File: src/rtl/register_bank_banked.sv
// Dual-bank register file with two combinational read ports, one write port,
// optional write-to-read bypass, optional hard-wired zero register, a bank
// swap for fast context switches and a sequential clear engine that zeroes
// the active bank one register per cycle.
module register_bank_banked #(
  parameter int DATA_WIDTH = 8,
  parameter int ADDR_WIDTH = 3,
  parameter bit BYPASS     = 1'b1,
  parameter bit ZERO_REG   = 1'b0
) (
  input  logic                  clk,
  input  logic                  reset,
  input  logic                  in_write_en,
  input  logic [ADDR_WIDTH-1:0] in_write_selector,
  input  logic [DATA_WIDTH-1:0] in_write_data,
  input  logic [ADDR_WIDTH-1:0] in_rx_selector,
  input  logic [ADDR_WIDTH-1:0] in_ry_selector,
  output logic [DATA_WIDTH-1:0] out_rx_data,
  output logic [DATA_WIDTH-1:0] out_ry_data,
  input  logic                  in_bank_swap,
  output logic                  out_active_bank,
  input  logic                  in_clear_req,
  output logic                  out_busy,
  output logic                  out_clear_done
);

  localparam int DEPTH = 2 ** ADDR_WIDTH;
  localparam logic [ADDR_WIDTH-1:0] LAST_IDX = ADDR_WIDTH'(DEPTH - 1);

  typedef enum logic {
    IDLE  = 1'b0,
    CLEAR = 1'b1
  } state_t;

  state_t                state;
  state_t                state_next;
  logic [DATA_WIDTH-1:0] regs [2][DEPTH];
  logic [ADDR_WIDTH-1:0] clr_cnt;

  logic idle;
  logic write_ok;
  logic swap_ok;
  logic bypass_ok;

  assign idle      = (state == IDLE);
  // Writes to the zero register are dropped so it keeps its reset value.
  assign write_ok  = in_write_en && idle &&
                     !(ZERO_REG && (in_write_selector == '0));
  // A clear request in the same cycle wins and the swap is lost.
  assign swap_ok   = in_bank_swap && idle && !in_clear_req;
  assign bypass_ok = BYPASS && in_write_en && idle;

  // Next-state logic: one pass through all DEPTH registers per clear request.
  always_comb begin
    // NOTE: assign every always_comb output a default first; a path that
    // leaves it unassigned would infer a latch.
    state_next = state;
    case (state)
      IDLE:    if (in_clear_req) state_next = CLEAR;
      CLEAR:   if (clr_cnt == LAST_IDX) state_next = IDLE;
      default: state_next = IDLE;
    endcase
  end

  // State register plus registered busy flag and clear-complete pulse.
  always_ff @(posedge clk or posedge reset) begin
    // NOTE: sequential state uses non-blocking assignments so every flop
    // samples pre-edge values regardless of statement order.
    if (reset) begin
      state          <= IDLE;
      out_busy       <= 1'b0;
      out_clear_done <= 1'b0;
    end else begin
      state          <= state_next;
      out_busy       <= (state_next == CLEAR);
      out_clear_done <= (state == CLEAR) && (state_next == IDLE);
    end
  end

  // Clear address counter: restarts on entry, advances once per clear beat.
  always_ff @(posedge clk or posedge reset) begin
    if (reset) begin
      clr_cnt <= '0;
    end else if (idle && in_clear_req) begin
      clr_cnt <= '0;
    end else if (state == CLEAR) begin
      clr_cnt <= clr_cnt + 1'b1;
    end
  end

  // Active bank selector, toggled only by an accepted swap.
  always_ff @(posedge clk or posedge reset) begin
    if (reset) begin
      out_active_bank <= 1'b0;
    end else if (swap_ok) begin
      out_active_bank <= ~out_active_bank;
    end
  end

  // Register storage: clear beats take priority; writes target the bank that
  // is active before any same-cycle swap takes effect.
  always_ff @(posedge clk or posedge reset) begin
    // NOTE: this array is built from flops and must come up zeroed, so it is
    // reset explicitly; a RAM macro could not be reset like this.
    if (reset) begin
      for (int b = 0; b < 2; b++) begin
        for (int i = 0; i < DEPTH; i++) begin
          regs[b][i] <= '0;
        end
      end
    end else if (state == CLEAR) begin
      regs[out_active_bank][clr_cnt] <= '0;
    end else if (write_ok) begin
      regs[out_active_bank][in_write_selector] <= in_write_data;
    end
  end

  // Read port X: array contents, optionally forwarded write data, zero reg.
  always_comb begin
    out_rx_data = regs[out_active_bank][in_rx_selector];
    if (bypass_ok && (in_rx_selector == in_write_selector)) begin
      out_rx_data = in_write_data;
    end
    if (ZERO_REG && (in_rx_selector == '0)) begin
      out_rx_data = '0;
    end
  end

  // Read port Y: same selection rules as port X.
  always_comb begin
    out_ry_data = regs[out_active_bank][in_ry_selector];
    if (bypass_ok && (in_ry_selector == in_write_selector)) begin
      out_ry_data = in_write_data;
    end
    if (ZERO_REG && (in_ry_selector == '0)) begin
      out_ry_data = '0;
    end
  end

endmodule

File: config.mk
export PLATFORM = sky130hd
export DESIGN_NAME = register_bank_banked
export DESIGN_NICKNAME = d
export VERILOG_FILES = /design/src/rtl/register_bank_banked.sv
export SDC_FILE = /design/constraint.sdc
export NUM_CORES = 1
export LEC_CHECK = 0
export BUFFER_PORTS_ARGS = -buffer_cell sky130_fd_sc_hd__buf_2
export CORE_ASPECT_RATIO = 0.75
export CORE_MARGIN = 10
export CORE_UTILIZATION = 55
export DETAILED_ROUTE_END_ITERATION = 7
export GPL_TIMING_DRIVEN = 0
export PLACE_DENSITY_LB_ADDON = 0.25
export SYNTH_ARGS = -nofsm -noshare
export SYNTH_HDL_FRONTEND = slang
export SYNTH_SLANG_ARGS = --single-unit
File: constraint.sdc
create_clock -name clk -period 3.8 [get_ports clk]
set_input_delay 0.38 -clock clk [delete_from_list [all_inputs] [get_ports clk]]
set_output_delay 0.38 -clock clk [all_outputs]
set_load 0.005 [all_outputs]
==> After elaboration in Yosys (flattened, before gate mapping) <==
Index checks and enable logic that the tools add are counted.
{ "word_totals": {"ff_bits": 134, "in_bits": 22, "out_inout_bits": 19, "wordCells": 82} }
{ "classes": {"add_sub_neg": 1, "magnitude_cmp": 8, "eq_ne": 3, "mux": 27, "bitwise_logic": 10, "n_reduce_logical": 13} }
{ "ops": {"columns": ["cell", "count"], "rows": [
  ["two-way mux 64 bit", 5],
  ["two-way mux 128 bit", 2],
  ["bitwise AND 128 bit", 1],
  ["bitwise mux 128 bit", 1],
  ["demux 64 bit (select 1 bit)", 2],
  ["inverter 128 bit", 1],
  ["two-way mux 8 bit", 8],
  ["binary-select mux 8 bit (select 3 bit)", 2],
  ["demux 8 bit (select 3 bit)", 2],
  [">= comparator 4 bit (second input constant)", 4],
  ["inverter 3 -> 4 bit", 4],
  ["logical AND 1 bit", 10],
  ["less-than comparator 4 x 1 -> 1 bit (second input constant)", 2],
  ["equality test 3 bit", 2],
  ["two-way mux 3 bit", 2],
  ["nonzero test 2 bit", 2],
  ["adder 3 x 1 -> 3 bit (second input constant)", 1],
  ["equality test 3 bit (second input constant)", 1],
  ["inverter 1 bit", 3],
  [">= comparator 2 bit (second input constant)", 1],
  ["less-than comparator 2 x 1 -> 1 bit (second input constant)", 1],
  ["two-way mux 1 bit", 2],
  ["inverter 1 -> 2 bit", 1],
  ["one-hot mux 1 bit (2 select lines)", 1],
  ["logical NOT 1 bit", 1]
]} }

==> Logic depth before layout (Yosys ltp) <==
Gate-level depths: netlist (run 1).
{ "logic_depth": {"depth_word": 10, "depth_mapped": 7, "mapped_depth_nobuf": 4} }

==> Worst setup path before layout (run 1) <==
Ideal clock, no wire load.
{ "synth_timing": {"path_kind": "reg-to-output", "from": "reg out_active_bank", "to": "out out_rx_data[3]", "t_arrival_ns": 1.658, "required_ns": 3.420, "slack_ns": 1.762, "path_stages_with_launch": 8, "path_buffers": 3, "path_cell_list": "dfrtp_1 > buf_4 > buf_2 > buf_2 > mux4_2 > mux2i_1 > nand2_1 > a22o_1"} }
{ "synth_between": {"elab_chain_cells": 8} }
{ "synth_rtl": {"columns": ["element", "line_no", "text"], "rows": [
  ["from (decl)", "21", "output logic out_active_bank,"],
  ["from (signal assigned)", "96", "out_active_bank <= ~out_active_bank;"],
  ["inverter 1 -> 2 bit (not written as such)", "120", "out_rx_data = regs[out_active_bank][in_rx_selector];"],
  ["two-way mux 64 bit (not written as such) (3 in a row)", "120", null],
  ["binary-select mux 8 bit (select 3 bit)", "120", null],
  ["two-way mux 8 bit (not written as such) (2 in a row)", "120", null],
  ["two-way mux 8 bit", "121", "if (bypass_ok && (in_rx_selector == in_write_selector)) begin"],
  ["to (decl)", "18", "output logic [DATA_WIDTH-1:0] out_rx_data,"]
]} }
No other way between the ends. The select of a mux whose other input is x is not followed.

==> Worst setup path after layout (run 1) <==
{ "layout_timing": {"from": "reg state", "to": "out out_ry_data[6]"} }
{ "layout_between": {"elab_chain_cells": 4} }
{ "layout_rtl": {"columns": ["element", "line_no", "text"], "rows": [
  ["from (decl)", "35", "state_t state;"],
  ["from (signal assigned)", "74", "state <= state_next;"],
  ["inverter 1 bit", "45", "assign idle = (state == IDLE);"],
  ["logical AND 1 bit", "51", "assign bypass_ok = BYPASS && in_write_en && idle;"],
  ["logical AND 1 bit", "132", "if (bypass_ok && (in_ry_selector == in_write_selector)) begin"],
  ["two-way mux 8 bit", "132", null],
  ["to (decl)", "19", "output logic [DATA_WIDTH-1:0] out_ry_data,"]
]} }
No other way between the ends.

==> flow_summary.toml, run 1 <==
[outcome]
status = "complete, but fails checks"
violations = "negative hold slack"

[floorplan]
dieArea_mm2 = 0.01818
core_region_area_mm2 = 0.01293
start_util_pct = 55.91
fp.dieW_um = 152.4
die_h_um = 119.3
rows = 36
io_pins = 41

[setup_path]
worst-path-buf-inv = 2
arrival_ns = 2.80
slowest_stage = "nor4_2"
startpoint_type = "flip-flop"
critPathKind = "reg2out"
worstPathRequired_ns = 3.42
crit_chain = "nand2b_1 -> nor4_2 -> buf_2 -> a211oi_1 -> a21o_1 -> buf_2"
cp_common_cell = "buf_2"
cp_top_family = "simple AND/OR/NAND/NOR gates"
max_stage_delay_ns = 0.84
end_kind = "output pin"
path_max_fanout = 10

[clocking]
clock-sinks = 134
numCtsBuffers = 17
hold_buffers = 0
clk_path_buf_depth = 2
root_buffer = "clkbuf_16"
htree_levels = 4
clk_latency_ns = 0.43
cts_tree = "done"
cts.clk_slew.worst_paths_ns = 0.06
cts_setup_buffers = 0
cts_resized = 0

[finish]
area.sequential_mm2 = 0.003353
fin_util_pct = 64.07
mostFrequentLayoutCell = "dfrtp_1"
multi_input_area_mm2 = 0.003654
final_cell_mix = "134 x dfrtp_1, 132 x a22o_1, 64 x mux4_2"
drive_gt1_share_pct = 29.97
fin_nets = 595
num-fill-cells = 953
antenna_cells = 0
area_growth_pct = 14.59
fin_area_mm2 = 0.008283
instances_no_fill = 755

[yosys]
syn_area_mm2 = 0.007228
synth_nets = 544
yosysWarnings = 0
synth-seq-cells = 134
yosysSeqAreaShare_pct = 46.39
synthFlopType = "dfrtp_1"
netlist_instances = 520
synthArstFlopShare_pct = 100.0
synth_edf_count = 0
synth.avg_cell_area_um2 = 13.90
synth_cell_types = 38

[routing]
route.vias.total = 5727
post-route-drc-count = 0
totalWireLength_mm = 23.79
routed_via_density = 7.585
first_pass_iters = 5
final_antenna_net_count = 0
wl_per_cell_um = 31.51
first_iter_violations = 672

[power]
total_power_mw = 5.753
p_clk_share_pct = 30.8
p_sw_mw = 1.938
sw_frac_of_total_pct = 33.68
pwr-share-seq_pct = 37.3
power_frac_comb_pct = 32.0
powerDensity_mw_per_mm2 = 694.6
vdd_drop_max_mv = 0.4423
p_leak_nw = 3.713
p_int_mw = 3.815

[hold_path]
worstHoldPathType = "in2async"

[sta]
finalSetupTns_ns = 0
setup_viol = 0
fin_crit_ns = 3.176
finalClockSkew_ns = 0.008690
slew_headroom_pct = 10.37
slew_violations = 0
holdWs_ns = -0.001805
finalCritPeriodShare_pct = 83.58
finalWorstSetupSlack_ns = 0.6241
hold_viol = 2
rsz0062_at_grt = "no"
worst_pin_slew_ns = 1.338
fmax_mhz = 314.9

[grt]
track_usage_pct = 26.05
grt_first_pass_wirelength_mm = 36.09
antenna_found_initial = 0
grt_pass1_vias = 6032
overflow = 0
grt_max_degree = 45

[job]
maxCapViolations = 0

[place]
port_buffers = 29
placed_area_mm2 = 0.007651
place_inst = 723
dpl_worst_slack_ns = 1.024
place.gp.congestion = 0.9509
hpwl_mm = 15.76
-- cells in the mapped netlist (3+ instances only) --
library cell  count  area (µm²)
dfrtp_1         134        3353
xor2_1            6       52.55
a21o_1           10       75.07
a31oi_1           3       18.77
mux2i_1          22       220.2
a211oi_1         10       75.07
nand2b_1          7       43.79
mux2_2            3       33.78
o22ai_1          10       62.56
mux4_2           64        1441
buf_4             3       22.52
inv_1             3       11.26
buf_2            18       90.09
nor2_1            9       33.78
nor3_2            3       30.03
nor2_4            3       33.78
a21oi_1          10       50.05
nor2_2            4       25.02
nand2_1          11       41.29
a22o_1          132        1156
o21ai_0           4       20.02
a21oi_2           6       52.55
buf_1             8       30.03
clkbuf_1         18       67.56
-- flip-flops by register name, summed over array words and instances (netlist names) --
signal / flops
state: 1
out_active_bank: 1
regs: 128
clr_cnt: 3
out_clear_done: 1
-- power by group through the flow --
stage	clock [mW]	sequential, mW	combinational, mW
final	1.77	2.14	1.84
after global routing	1.85	2.18	1.95
after CTS	1.77	2.12	1.80
after detailed placement	0	2.13	1.78
after global placement	0	2.10	1.73
after floorplan	0	2.02	1.30
-- cell families (layout without fill, tap and decap cells) --
group / count (synthesis) / in the layout / share of synthesized area (%)
AOI/OAI and AO/OA: 186 / 186 / 21.07
DFF: 134 / 134 / 46.39
muxes: 89 / 89 / 23.45
and+or+nand+nor: 52 / 52 / 4.829
buffers and inverters: 50 / 114 / 3.064
xor gates and xnor gates: 7 / 7 / 0.8482
adders and majority gates: 2 / 2 / 0.3461
-- final cells by class --
cell class                 instances  area share [%]
buffer                            47           2.538
clock buffer                      20           5.514
clock inverter                    12           2.115
inverter                           3          0.1813
multi-input combinational        336           44.11
sequential                       134           40.48
tap                              171           2.583
timing repair buffer              32           2.477
-- worst paths after layout --
path / startpoint / end / slack (ns) / cells past startpoint
worst max-delay path: state / out_ry_data[6] / 0.62 / 6
worst min-delay path: reset / regs[75] / -0.002 / 2
worst max register to register: out_active_bank / regs[6] / 1.15 / 6
worst min register to register: regs[21] / regs[21] / 0.52 / 1
max in group asynchronous: reset / regs[52] / 3.19 / 3
min in group clk: in_clear_req / clr_cnt[1] / 0.17 / 2
-- metal layers --
| layer | share of wire [%] | GRT usage (%) | wire length, µm | vias up |
|---|---|---|---|---|
| met4 | 4.1 | 13.03 | 969 | 0 |
| met2 | 44 | 38.27 | 10520 | 447 |
| met3 | 13 | 10.25 | 3083 | 87 |
| met5 | 0 | 0 | 0 | - |
| li1 | - | - | - | 2234 |
| met1 | 39 | 33.05 | 9215 | 2959 |
Note: power is estimated with default switching activity, not from simulation.
==> run 2, diff against run 1 <==
==> constraint.sdc (replaced) <==
create_clock -name clk -period 2.7 [get_ports clk]
set_input_delay 0.27 -clock clk [delete_from_list [all_inputs] [get_ports clk]]
set_output_delay 0.27 -clock clk [all_outputs]
set_load 0.005 [all_outputs]
==> run 2 against run 1 <==
- routed wire length decreased by 0.21%
- cell count increased by 0.53%
- utilization increased by 0.45 points
- via count decreased by 0.70%
- the flow now finishes without violations
- highest routed layer unchanged
- non-clock buffer count increased by 4
- clock-buffer cell count unchanged
- clock skew about the same
- first-iteration DRC count increased by 12%
- clock power increased by 41%
- register-to-register slack got worse by 1.0 ns
- largest cell class unchanged
==> flow_summary.toml, run 2 (synthesis results as in run 1) <==
[outcome]
status = "finished clean"

[finish]
instances_no_fill = 759
antenna_cells = 0
drive_gt1_share_pct = 30.27
fin_area_mm2 = 0.008342
top_regs = "regs: 128 flops, clr_cnt: 3 flops"
area_growth_pct = 15.41
final_cell_mix = "134 x dfrtp_1, 132 x a22o_1, 64 x mux4_2"
num-fill-cells = 944
largest_register_ff_count = 128
mostFrequentLayoutCell = "dfrtp_1"
regMostFlops = "regs"
fin_nets = 599

[floorplan]
io_pins = 41
fp.dieW_um = 152.4
dieArea_mm2 = 0.01818
rows = 36
die_h_um = 119.3
start_util_pct = 55.91
core_region_area_mm2 = 0.01293

[sta]
holdWs_ns = 0.05918
fmax_mhz = 379.1
finalClockSkew_ns = 0.009086
setup_viol = 0
slew_violations = 0
slew_headroom_pct = 9.326
worst_pin_slew_ns = 1.354
fin_crit_ns = 2.638
finalSetupTns_ns = 0
hold_viol = 0
finalCritPeriodShare_pct = 97.70
rsz0062_at_grt = "no"

[routing]
wl_per_cell_um = 31.28
final_antenna_net_count = 0
first_iter_violations = 755
routed_via_density = 7.493
route.vias.total = 5687
totalWireLength_mm = 23.74
first_pass_iters = 5
post-route-drc-count = 0

[power]
vdd_drop_max_mv = 0.6333
p_int_mw = 5.387
power_frac_comb_pct = 32.2
total_power_mw = 8.118
p_clk_share_pct = 30.7
pwr-share-seq_pct = 37.1
powerDensity_mw_per_mm2 = 973.2
p_leak_nw = 3.740
p_sw_mw = 2.732
sw_frac_of_total_pct = 33.65

[grt]
grt_max_degree = 45
grt_first_pass_wirelength_mm = 36.16
track_usage_pct = 26.12
grt_pass1_vias = 6036
overflow = 0
antenna_found_initial = 0

[hold_path]
worstHoldPathType = "in2reg"
holdPathEnd = "clr_cnt[1]"
whs_path_depth = 2
min_from = "in_clear_req"

[clocking]
cts_tree = "done"
clk_path_buf_depth = 2
clk_latency_ns = 0.43
root_buffer = "clkbuf_16"
htree_levels = 4
cts.clk_slew.worst_paths_ns = 0.05
numCtsBuffers = 17
clock-sinks = 134

[setup_path]
cp_common_cell = "buf_4"
crit_chain = "buf_4 -> buf_4 -> mux4_2 -> mux2i_1 -> nand2_1 -> a22o_1 -> buf_2"
startpoint_type = "flip-flop"
reg2reg_to = "regs[6]"
critPathKind = "reg2out"
r2r-start = "out_active_bank"
path_max_fanout = 10
max_stage_delay_ns = 0.50
rrSetupSlack_ns = 0.11
r2r_cells = 6
arrival_ns = 2.37
slowest_stage = "mux4_2"
worstPathRequired_ns = 2.43
end_kind = "output pin"

[place]
port_buffers = 29
hpwl_mm = 15.76
place.gp.congestion = 0.9509
place_inst = 723
placed_area_mm2 = 0.007651

[job]
maxCapViolations = 0
==> run 2: power groups by stage <==
stage	Clock [mW]	Combinational, mW	Sequential (mW)
floorplan	0	1.82	2.85
global placement	0	2.43	2.95
detailed placement	0	2.51	3.00
CTS	2.49	2.55	2.98
global route	2.60	2.77	3.06
finish	2.49	2.61	3.01
==> run 2: worst max path at each step <==
| stage | slack, ns | cells past startpoint | from | end |
|---|---|---|---|---|
| after floorplan | 0.76 | 1 | reset | clr_cnt[0] |
| after global placement | -0.01 | 2 | reset | regs[34] |
| final | 0.06 | 7 | out_active_bank | out_rx_data[5] |
| after CTS | 0.02 | 8 | out_active_bank | out_ry_data[3] |
| after global routing | 0.001 | 7 | out_active_bank | out_ry_data[5] |
| after detailed placement | 0.14 | 8 | in_rx_selector[1] | out_rx_data[5] |
==> run 2: critical path, delay by kind of cell, from the launching register on <==
family,cells,cell delay (ns)
buffers and inverters,3,0.58
muxes,2,0.70
AOI/OAI and AO/OA,1,0.24
and+or+nand+nor,1,0.09
DFF,1,0.34
==> run 2: final cells by class <==
class | count | area, µm² | area share, %
Buffer | 47 | 219.0 | 2.625
Clock buffer | 20 | 456.7 | 5.475
Clock inverter | 12 | 175.2 | 2.100
Inverter | 3 | 15.01 | 0.1800
Multi-Input combinational cell | 336 | 3671 | 44.01
Sequential cell | 134 | 3353 | 40.20
Tap cell | 171 | 214.0 | 2.565
Timing Repair Buffer | 36 | 237.7 | 2.850
==> run 2: per-stage QoR <==
stage                     setup WS (ns)  util [%]
after floorplan                  0.7648         -
after CTS                       0.01817     64.36
final                           0.06200     64.53
after global placement        -0.009579     58.72
after global routing           0.001391     64.53
after detailed placement         0.1442     59.19
==> run 2: metal layers <==
| layer | up-vias | part of all wire [%] | GRT usage, % |
|---|---|---|---|
| li1 | 2241 | - | - |
| met2 | 426 | 45 | 38.44 |
| met4 | 0 | 3.6 | 13.15 |
| met3 | 78 | 12 | 10.39 |
| met1 | 2942 | 39 | 32.96 |
| met5 | - | 0 | 0 |
==> run 2: what timing repair did <==
| item | in CTS | in global routing |
|---|---|---|
| resized for setup | 3 | 3 |
| buffers inserted | 1 | 2 |
| hold buffers | 1 | 0 |
| hold endpoints to repair | 19 | 0 |
| pin swaps | 1 | 1 |
| setup endpoints to repair | 16 | 5 |
==> run 3, diff against run 2 <==
--- a/config.mk
+++ b/config.mk
@@ -7,7 +7,7 @@
 export LEC_CHECK = 0
 export BUFFER_PORTS_ARGS = -buffer_cell sky130_fd_sc_hd__buf_2
 export CORE_ASPECT_RATIO = 0.75
-export CORE_MARGIN = 10
+export CORE_MARGIN = 2
 export CORE_UTILIZATION = 55
 export DETAILED_ROUTE_END_ITERATION = 7
 export GPL_TIMING_DRIVEN = 0
==> run 3 against run 2 <==
- highest routed layer unchanged
- setup slack gained 0.020 ns
- sequential share of layout area shrank 0.23 points
- die area shrank 23%
- non-clock buffer count grew 1
- routed wire length shrank 2.5%
- largest power group unchanged
- critical path type unchanged
- clock-buffer cell count shrank 2
- total power grew 1.2%
- critical path depth shrank 1
- cell area grew 0.57%
==> flow_summary.toml, run 3 (synthesis results as in run 1) <==
[outcome]
status = "finished clean"

[power]
vdd_drop_max_mv = 0.5710
powerDensity_mw_per_mm2 = 979.7
sw_frac_of_total_pct = 32.70
p_sw_mw = 2.688
p_leak_nw = 3.760
p_int_mw = 5.531
pwr-share-seq_pct = 36.6
total_power_mw = 8.219
power_frac_comb_pct = 31.3
p_clk_share_pct = 32.1

[routing]
route.vias.total = 5675
post-route-drc-count = 0
routed_via_density = 7.467
first_pass_iters = 7
first_iter_violations = 650
wl_per_cell_um = 30.47
totalWireLength_mm = 23.16
final_antenna_net_count = 0

[sta]
hold_viol = 0
setup_viol = 0
finalCritPeriodShare_pct = 96.97
rsz0062_at_grt = "no"
fmax_mhz = 381.9
finalSetupTns_ns = 0
finalClockSkew_ns = 0.008048
slew_violations = 0
slew_headroom_pct = 3.499
fin_crit_ns = 2.618
worst_pin_slew_ns = 1.441

[hold_path]
worstHoldPathType = "in2reg"

[floorplan]
rows = 36
io_pins = 41
core_region_area_mm2 = 0.01293
die_h_um = 103.3
dieArea_mm2 = 0.01408
fp.dieW_um = 136.4
start_util_pct = 55.91

[clocking]
root_buffer = "clkbuf_16"
numCtsBuffers = 17
htree_levels = 4
clk_path_buf_depth = 2
clk_latency_ns = 0.43
clock-sinks = 134
cts.clk_slew.worst_paths_ns = 0.05
cts_tree = "done"

[setup_path]
r2r_cells = 5
worstPathRequired_ns = 2.43
cp-endpoint = "out_rx_data[5]"
critPathKind = "reg2out"
arrival_ns = 2.35
crit_path_start = "out_active_bank"
path_max_fanout = 17
r2r-start = "state"
end_kind = "output pin"
reg2reg_to = "regs[16]"
rrSetupSlack_ns = 0.19
startpoint_type = "flip-flop"

[grt]
antenna_found_initial = 0
track_usage_pct = 35.22
grt_pass1_vias = 5667
overflow = 0
grt_max_degree = 46
grt_first_pass_wirelength_mm = 34.66

[finish]
fin_nets = 600
drive_gt1_share_pct = 30.73
mostFrequentLayoutCell = "dfrtp_1"
regMostFlops = "regs"
top_regs = "regs: 128 flops, clr_cnt: 3 flops"
final_cell_mix = "134 x dfrtp_1, 132 x a22o_1, 64 x mux4_2"
antenna_cells = 0
largest_register_ff_count = 128
area_growth_pct = 16.06

[place]
place.gp.congestion = 0.9311
hpwl_mm = 15.44
port_buffers = 29

[job]
maxCapViolations = 0
==> run 3: timing repair <==
action / 4_1_cts / 5_1_grt
resized for setup: 2 / 1
endpoints found under the setup margin: 16 / 5
pin swaps: 2 / 2
hold endpoints to repair: 25 / 0
buffers inserted: 0 / 5
hold buffers: 1 / 0
==> run 3: cell type report <==
class | count | area, µm²
Fill cell | 955 | 4538
Timing Repair Buffer | 38 | 252.7
Inverter | 3 | 15.01
Tap cell | 171 | 214.0
Clock inverter | 14 | 230.2
Sequential cell | 134 | 3353
Clock buffer | 18 | 439.2
Buffer | 46 | 207.7
Multi-Input combinational cell | 336 | 3677
==> run 3: stage by stage <==
| stage | setup slack, ns | util, % | area, µm² | std cells | hold slack, ns |
|---|---|---|---|---|---|
| floorplan | 0.7648 | - | 7232 | 520 | 0.3773 |
| global placement | 0.01633 | 58.72 | 7591 | 720 | 0.4878 |
| detailed placement | 0.1759 | 59.19 | 7651 | 723 | 0.3587 |
| CTS | 0.07681 | 64.54 | 8343 | 755 | 0.06683 |
| global route | 0.001167 | 64.90 | 8389 | 760 | 0.09395 |
| finish | 0.08182 | 64.90 | 8389 | 760 | 0.07766 |
==> run 3: how the worst min path moves through the flow <==
stage,to,slack (ns),cells past startpoint,from
floorplan,clr_cnt[1],0.38,1,in_clear_req
global placement,clr_cnt[2],0.49,2,in_clear_req
detailed placement,clr_cnt[2],0.36,2,reset
CTS,clr_cnt[1],0.07,2,in_clear_req
global route,clr_cnt[2],0.09,2,in_clear_req
finish,clr_cnt[1],0.08,2,in_clear_req
==> run 3: power by group through the flow <==
stage          Clock, mW  Sequential (mW)  Combinational [mW]
2_1_floorplan          0             2.85                1.82
3_3_place_gp           0             2.95                2.40
3_5_place_dp           0             3.00                2.49
4_1_cts             2.65             2.98                2.51
5_1_grt             2.75             3.06                2.73
6_report            2.64             3.01                2.57
==> run 3: critical path: stages (launching register included) <==
cell	delay, ns
dfrtp_1	0.33
buf_4	0.25
mux4_2	0.54
mux2i_1	0.34
nand2_1	0.10
a22o_1	0.22
buf_2	0.14
==> run 3: metal layers <==
metal	up-vias	track usage (%)	part of all wire (%)
li1	2234	-	-
met1	2949	47.47	40
met2	402	52.49	45
met3	90	11.06	11
met4	0	17.55	4.3
met5	-	0	0
